## config.mk

```make
export PLATFORM = sky130hd
export DESIGN_NAME = fir_sample_loader
export DESIGN_NICKNAME = d
export VERILOG_FILES = /design/src/rtl/fir_sample_loader.sv
export SDC_FILE = /design/constraint.sdc
export NUM_CORES = 1
export LEC_CHECK = 0
export BUFFER_PORTS_ARGS = -buffer_cell sky130_fd_sc_hd__buf_2
export CELL_PAD_IN_SITES_DETAIL_PLACEMENT = 0
export CELL_PAD_IN_SITES_GLOBAL_PLACEMENT = 2
export CORE_UTILIZATION = 26
export DETAILED_ROUTE_END_ITERATION = 12
export MAX_ROUTING_LAYER = met4
export PLACE_DENSITY = 0.71
export SLEW_MARGIN = 20
export SYNTH_ARGS = -nofsm -noshare
export SYNTH_HDL_FRONTEND = slang
export SYNTH_SLANG_ARGS = --single-unit
```

## constraint.sdc

```tcl
create_clock -name clk -period 2 [get_ports clk]
set_clock_uncertainty 0.1 [all_clocks]
set_input_delay 0.3 -clock clk [delete_from_list [all_inputs] [get_ports clk]]
set_output_delay 0.3 -clock clk [all_outputs]
set_load 0.005 [all_outputs]
```

## src/rtl/fir_sample_loader.sv

```systemverilog
// FIR sample loader: clears the sample memory, then moves FIFO
// samples into a circular buffer and hands each one to the MAC.
module fir_sample_loader #(
  parameter  int DATA_W = 16,
  parameter  int TAPS   = 64,
  parameter  int DROP_N = 0,
  localparam int ADDR_W = $clog2(TAPS)
) (
  input  logic              clk,
  input  logic              rst,
  input  logic              clear,
  input  logic              fifo_empty,
  output logic              fifo_rd,
  input  logic [DATA_W-1:0] fifo_out,
  output logic              mem_cen,
  output logic              mem_wen,
  output logic [ADDR_W-1:0] mem_addr,
  output logic [DATA_W-1:0] mem_d,
  output logic              mac_start,
  input  logic              mac_done,
  output logic [ADDR_W-1:0] head,
  output logic              primed,
  output logic              busy
);

  localparam int CNT_W = $clog2(TAPS + 1);
  localparam logic [ADDR_W-1:0] LAST = ADDR_W'(TAPS - 1);
  localparam logic [CNT_W-1:0]  FULL = CNT_W'(TAPS);

  typedef enum logic [2:0] {
    S_CLEAR,
    S_IDLE,
    S_POP,
    S_CAPT,
    S_WRITE,
    S_START,
    S_WAIT
  } state_t;

  state_t state;
  state_t state_nx;

  logic [ADDR_W-1:0] wr_ptr;
  logic [7:0]        drop_cnt;
  logic [CNT_W-1:0]  count;
  logic              restart;

  assign restart = rst | clear;
  assign primed  = (count == FULL);

  // State register; a clear or reset overrides every transition.
  always_ff @(posedge clk) begin
    if (restart) state <= S_CLEAR;
    else         state <= state_nx;
  end

  // Next-state logic and Moore-decoded strobes.
  always_comb begin
    state_nx  = state;
    fifo_rd   = 1'b0;
    mac_start = 1'b0;
    mem_cen   = 1'b1;
    mem_wen   = 1'b1;
    busy      = 1'b1;
    unique case (state)
      S_CLEAR: begin
        mem_cen = 1'b0;
        mem_wen = 1'b0;
        if (mem_addr == LAST) state_nx = S_IDLE;
      end
      S_IDLE: begin
        busy = 1'b0;
        if (!fifo_empty) state_nx = S_POP;
      end
      S_POP: begin
        fifo_rd  = 1'b1;
        state_nx = S_CAPT;
      end
      S_CAPT: begin
        if (drop_cnt != 8'd0) state_nx = S_IDLE;
        else                  state_nx = S_WRITE;
      end
      S_WRITE: begin
        mem_cen  = 1'b0;
        mem_wen  = 1'b0;
        state_nx = S_START;
      end
      S_START: begin
        mac_start = 1'b1;
        state_nx  = S_WAIT;
      end
      S_WAIT: begin
        if (mac_done) state_nx = S_IDLE;
      end
      default: state_nx = S_CLEAR;
    endcase
  end

  // Datapath: mem_addr doubles as the clear sweep counter and
  // is loaded with the write pointer just before each write.
  always_ff @(posedge clk) begin
    if (restart) begin
      mem_addr <= '0;
      mem_d    <= '0;
      wr_ptr   <= '0;
      head     <= LAST;
      drop_cnt <= 8'(DROP_N);
      count    <= '0;
    end else begin
      case (state)
        S_CLEAR: begin
          if (mem_addr != LAST) mem_addr <= mem_addr + 1'b1;
        end
        S_CAPT: begin
          if (drop_cnt != 8'd0) begin
            drop_cnt <= drop_cnt - 1'b1;
          end else begin
            mem_addr <= wr_ptr;
            mem_d    <= fifo_out;
          end
        end
        S_WRITE: begin
          head   <= wr_ptr;
          wr_ptr <= (wr_ptr == LAST) ? '0 : wr_ptr + 1'b1;
          if (count != FULL) count <= count + 1'b1;
        end
        default: ;
      endcase
    end
  end

endmodule
```

==> results of run 1 <==
-- worst min-delay path, cell delays in order --
cell     delay [ps]
buf_2           100
nand2_1          40
a21oi_1          50
-- layout by cell type (no fill, tap or decap), types with 3 or more instances in the layout --
master / instances
clkbuf_8: 5
ha_1: 6
a21oi_1: 30
or3_1: 3
o21ai_1: 3
nor3_1: 4
o21ai_0: 5
buf_2: 54
nor2_1: 26
nand3_1: 10
dfxtp_1: 52
nand2_1: 64
nand4_1: 5
xor2_1: 9
buf_4: 12
inv_1: 9
xnor2_1: 6
o2111ai_1: 4
o32ai_1: 3
-- routing by layer --
metal	wire, µm	share of wire, %
met1	2821	50
met2	2591	46
met3	235	4.1
met4	23	0.41
met5	0	0
-- registers in the layout, summed over array words and instances (netlist names) --
| register | count |
|---|---|
| count | 7 |
| drop_cnt | 8 |
| state | 3 |
| mem_d | 16 |
| wr_ptr | 6 |
| mem_addr | 6 |
| head | 6 |
-- metrics by stage --
stage | instances | hold slack, ps
6_report | 458 | 124.1
5_1_grt | 458 | 118.5
4_1_cts | 458 | 107.3
3_5_place_dp | 451 | 345.3
3_3_place_gp | 451 | 340.2
2_1_floorplan | 295 | 336.0
-- power by group through the flow --
| stage | registers (W) | logic, W | clock network, W |
|---|---|---|---|
| finish | 0.00104 | 0.0000519 | 0.000844 |
| global route | 0.00104 | 0.0000592 | 0.000906 |
| CTS | 0.00104 | 0.0000538 | 0.000877 |
| detailed placement | 0.00106 | 0.0000536 | 0 |
| global placement | 0.00106 | 0.0000536 | 0 |
| floorplan | 0.00106 | 0.0000221 | 0 |
-- timing repair --
item | CTS | global route
setup buffers | 0 | 0
setup endpoints to repair | 0 | 5
resized for setup | 0 | 2
hold buffers | 0 | 0
-- cell type report --
cell class | count | area, µm² | area share [%]
multi-input combinational | 215 | 1235 | 41.80
tap | 108 | 135.1 | 4.574
timing repair buffer | 67 | 380.4 | 12.88
clock inverter | 2 | 60.06 | 2.033
sequential | 52 | 1041 | 35.24
clock buffer | 5 | 68.82 | 2.330
inverter | 9 | 33.78 | 1.144
-- logic make-up after synthesis --
| kind of cell | Yosys count |
|---|---|
| simple gates | 132 |
| compound gates | 60 |
| flops | 52 |
| buf+inv | 28 |
| xor+xnor | 15 |
| fa+ha+maj | 6 |
| mux | 2 |
-- path summary, 6_finish.rpt --
check | depth (start not counted) | endpoint | start | slack, ps
setup / recovery | 3 | primed | count[3] | 140
hold / removal | 3 | mem_d[4] | fifo_out[4] | 120
setup reg to reg | 4 | wr_ptr[5] | state[2] | 180
hold reg to reg | 2 | mem_d[8] | mem_d[8] | 360
==> flow_metrics.tcl, run 1 <==
set metrics [dict create \
    grt_util_met2_pct 19.88 \
    slew_violations 0 \
    drive_above_1_share_pct 24.29 \
    required_ps 1600 \
    intPower_w 0.001552 \
    yosysMostFrequentCell "nand2_1" \
    insertion_delay_ps 300 \
    vias_per_cell 4.707 \
    yosysWarnings 0 \
    clk_path_buf_depth 2 \
    power_density_nw_per_um2 655.1 \
    cts.sinks 52 \
    place_ws_ps 164.5 \
    met3_usage_pct 2.863 \
    synth_area_leaders "dfxtp_1 (43%), nand2_1 (10%), a21oi_1 (6.3%)" \
    fin_crit_ps 1859 \
    port_buffers 54 \
    power.leakage_nw 1.161 \
    async_reset_ff_share_pct 0 \
    drtIter0Drc 83 \
    synth.top_cell.area_share_pct 43.49 \
    p_clk_share_pct 43.6 \
    fp.dieArea_um2 9593 \
    outcome "finished with violations" \
    synth_edf_count 0 \
    routed_wl_mm 5.671 \
    yosysUniqueCellTypes 50 \
    rsz0062_at_grt "no" \
    crit_buf_inv 1 \
    fmax_ghz 0.5380 \
    die_w_um 97.95 \
    route.vias.total 2156 \
    swShare_pct 19.78 \
    drc 3 \
    tightest_slew_ps 687.3 \
    relSlewSlack_pct 54.18 \
    yosysSeqAreaShare_pct 43.49 \
    crit_chain "or4_1 -> nor2_1 -> buf_2" \
    antenna_found_initial 0 \
    antennaDiodeCount 0 \
    drtPass1Iterations 10 \
    hold_violations 0 \
    grt_pass1_wl_mm 9.508 \
    ant_nets 0 \
    synthTopCellsByCount "nand2_1 (64), dfxtp_1 (52), a21oi_1 (30), nor2_1 (26), clkbuf_1 (13)" \
    utilization_pct 33.55 \
    core_area_um2 8806 \
    grtUsageMet1_pct 15.93 \
    tritoncts "yes" \
    die_h_um 97.95 \
    violations "DRC" \
    final_cell_area_um2 2954 \
    cp-end-kind "primary output" \
    cts_inserted_buffers 5 \
    synth.mux.area_fraction_pct 0.8364 \
    dp_hpwl_mm 4.158 \
    worstPathMaxFanout 5 \
    start_util_pct 27.18 \
    synth_top_family_by_area "simple AND/OR/NAND/NOR gates" \
    synth-simple-area-share_pct 26.08 \
    nets 377 \
    gp_congestion 0.7365 \
    crit_path_start_kind "register" \
    post-route-period-util_pct 92.93 \
    cp.arrival_ps 1460 \
    hp-class "in2reg" \
    io_pins 55 \
    grt-busiest-layer "met2" \
    synth_area_per_cell_um2 8.114 \
    area_delta_synth_final_pct 23.42 \
    power_frac_seq_pct 53.7 \
    path_delay_family "simple AND/OR/NAND/NOR gates" \
    syn_inst 295 \
    crit_path_max_incr_delay_ps 570 \
    synth_area_um2 2394 \
    maxCapViolations 0 \
    total_power_w 0.001935 \
    grt_max_degree 34 \
    wl_per_cell_um 12.38 \
    place_area_um2 2819 \
    synth_top_area_cell "dfxtp_1" \
    grt_overflow 0 \
    htree_levels 2 \
    power.switching_w 0.0003827 \
    fin_ws_ps 141.4 \
    cts-root-buf "clkbuf_8" \
    combPwrFrac_pct 2.7 \
    crit_path_top_delay_cell "or4_1" \
    peakVddDrop_uv 350.5 \
    path_class "reg2out" \
    synth-compound-area-share_pct 15.79 \
    tns_ps 0 \
    synth_nets 322 \
    clkTransAtPathRegs_ps 100 \
    grt_pass1_vias 1952 \
    grt.total_usage_pct 12.44 \
    synth_ff_type "dfxtp_1" \
    rows 34 \
    synth_xor_area_share_pct 5.489 \
    fill_cells 934 \
    ys_ff_latch 52 \
    synth-adder-area-share_pct 3.136 \
    setup_viol 0 \
]
Note: power is estimated with default switching activity, not from simulation.
==> run 2: changes to the inputs <==
==> constraint.sdc (replaced) <==
create_clock -name clk -period 2.01 [get_ports clk]
set_clock_uncertainty 0.1 [all_clocks]
set_input_delay 0.3015 -clock clk [delete_from_list [all_inputs] [get_ports clk]]
set_output_delay 0.3015 -clock clk [all_outputs]
set_load 0.005 [all_outputs]
==> flow_metrics.tcl, run 2 (synthesis results as in run 1) <==
set metrics [dict create \
    clk_path_buf_depth 2 \
    nets 378 \
    tritoncts "yes" \
    drc 3 \
    grt.total_usage_pct 12.69 \
    antennaDiodeCount 0 \
    hold_ws_ps 121.1 \
    hold_violations 0 \
    crit_path_start_kind "register" \
    drtPass1Iterations 10 \
    tightest_slew_ps 602.2 \
    slew_violations 0 \
    ff2ff_path_depth 4 \
    clkTransAtPathRegs_ps 100 \
    violations "DRC" \
    regMostFlops "mem_d" \
    antenna_found_initial 0 \
    final_common_cell "nand2_1" \
    grt_max_degree 30 \
    grt_pass1_vias 2023 \
    grt_overflow 0 \
    cts.sinks 52 \
    peakVddDrop_uv 238.6 \
    cts_inserted_buffers 5 \
    rows 34 \
    ant_nets 0 \
    route.vias.total 2164 \
    outcome "finished with violations" \
    relSlewSlack_pct 59.86 \
    wl_per_cell_um 12.52 \
    place_inst 452 \
    vias_per_cell 4.704 \
    insertion_delay_ps 300 \
    grt_pass1_wl_mm 9.611 \
    dp_hpwl_mm 4.222 \
    drive_above_1_share_pct 24.43 \
    die_h_um 97.95 \
    fill_cells 965 \
    gp_congestion 0.7886 \
    drtIter0Drc 66 \
    stdcell_count 460 \
    port_buffers 54 \
    die_w_um 97.95 \
    maxCapViolations 0 \
    area_delta_synth_final_pct 22.16 \
    tns_ps 0 \
    fp.dieArea_um2 9593 \
    post_cts_buffers 0 \
    required_ps 1610 \
    hp-class "in2reg" \
    setup_viol 0 \
    power_density_nw_per_um2 587.3 \
    post-route-period-util_pct 93.05 \
    cp.arrival_ps 1470 \
    cp-end-kind "primary output" \
    largest_reg_flops 16 \
    core_area_um2 8806 \
    path_class "reg2out" \
    cts-root-buf "clkbuf_8" \
    mostFrequentLayoutCells "nand2_1 (64), buf_2 (54), dfxtp_1 (52)" \
    fin_crit_ps 1870 \
    reg.largest.list "mem_d (16), drop_cnt (8), count (7)" \
    routed_wl_mm 5.760 \
    worstPathMaxFanout 5 \
    htree_levels 2 \
    power.leakage_nw 1.155 \
    start_util_pct 27.18 \
    io_pins 55 \
    hold_depth 3 \
    rsz0062_at_grt "no" \
    fmax_ghz 0.5347 \
]
==> run 2: changes by cell type in the layout (fill, tap and decap cells not counted), sizes merged <==
cell    previous run  this run
clkbuf             5         6
clkinv             0         2
bufinv             2         0
buf               67        68
==> run 2: path summary, 6_finish.rpt <==
kind	from	end	slack (ps)
setup / recovery	count[3]	primed	140
hold / removal	fifo_out[3]	mem_d[3]	120
setup reg to reg	state[2]	wr_ptr[5]	170
hold reg to reg	mem_d[8]	mem_d[8]	360
==> run 2: critical path: stages (launching register included) <==
cell	delay [ps]
dfxtp_1	360
or4_1	570
nor2_1	120
buf_2	120
==> run 2: what timing repair did <==
action                                  4_1_cts  5_1_grt
hold buffers                                  0        0
endpoints found under the hold margin         0        0
endpoints found under the setup margin        0        2
gates resized for setup                       0        1
==> run 2: metrics by stage <==
step           total power [W]  instance area (µm²)  setup WS (ps)  utilization (%)
3_3_place_gp          0.001113                 2826          187.4            32.10
2_1_floorplan         0.001080                 2394          190.1                -
3_5_place_dp          0.001114                 2826          174.3            32.10
5_1_grt               0.001793                 2924          30.95            33.21
6_report              0.001717                 2924          139.7            33.21
4_1_cts               0.001756                 2919          113.8            33.15
==> run 2: power breakdown <==
part	leakage, nW	internal [W]	switching, W
clock network	0.0510	0.000276	0.000354
logic	0.684	0.0000242	0.0000295
registers	0.419	0.00103	0.00000263
total	1.15	0.00133	0.000386
==> run 2: routing by layer <==
metal / routed length, µm / share of wire [%] / GRT usage (%)
met4: 60 / 1.0 / 3.846
met3: 164 / 2.8 / 2.505
met2: 2614 / 45 / 19.99
met5: 0 / 0 / -
met1: 2921 / 51 / 16.34
==> run 2: layout make-up <==
| type | count | area [µm²] | share of cell area (%) |
|---|---|---|---|
| repair buffers | 68 | 387.9 | 13.26 |
| multi-input cells | 215 | 1234 | 42.19 |
| clock buffers | 6 | 82.58 | 2.824 |
| well taps | 108 | 135.1 | 4.621 |
| clock inverters | 2 | 10.01 | 0.3423 |
| flip-flops and latches | 52 | 1041 | 35.60 |
| inverters | 9 | 33.78 | 1.155 |
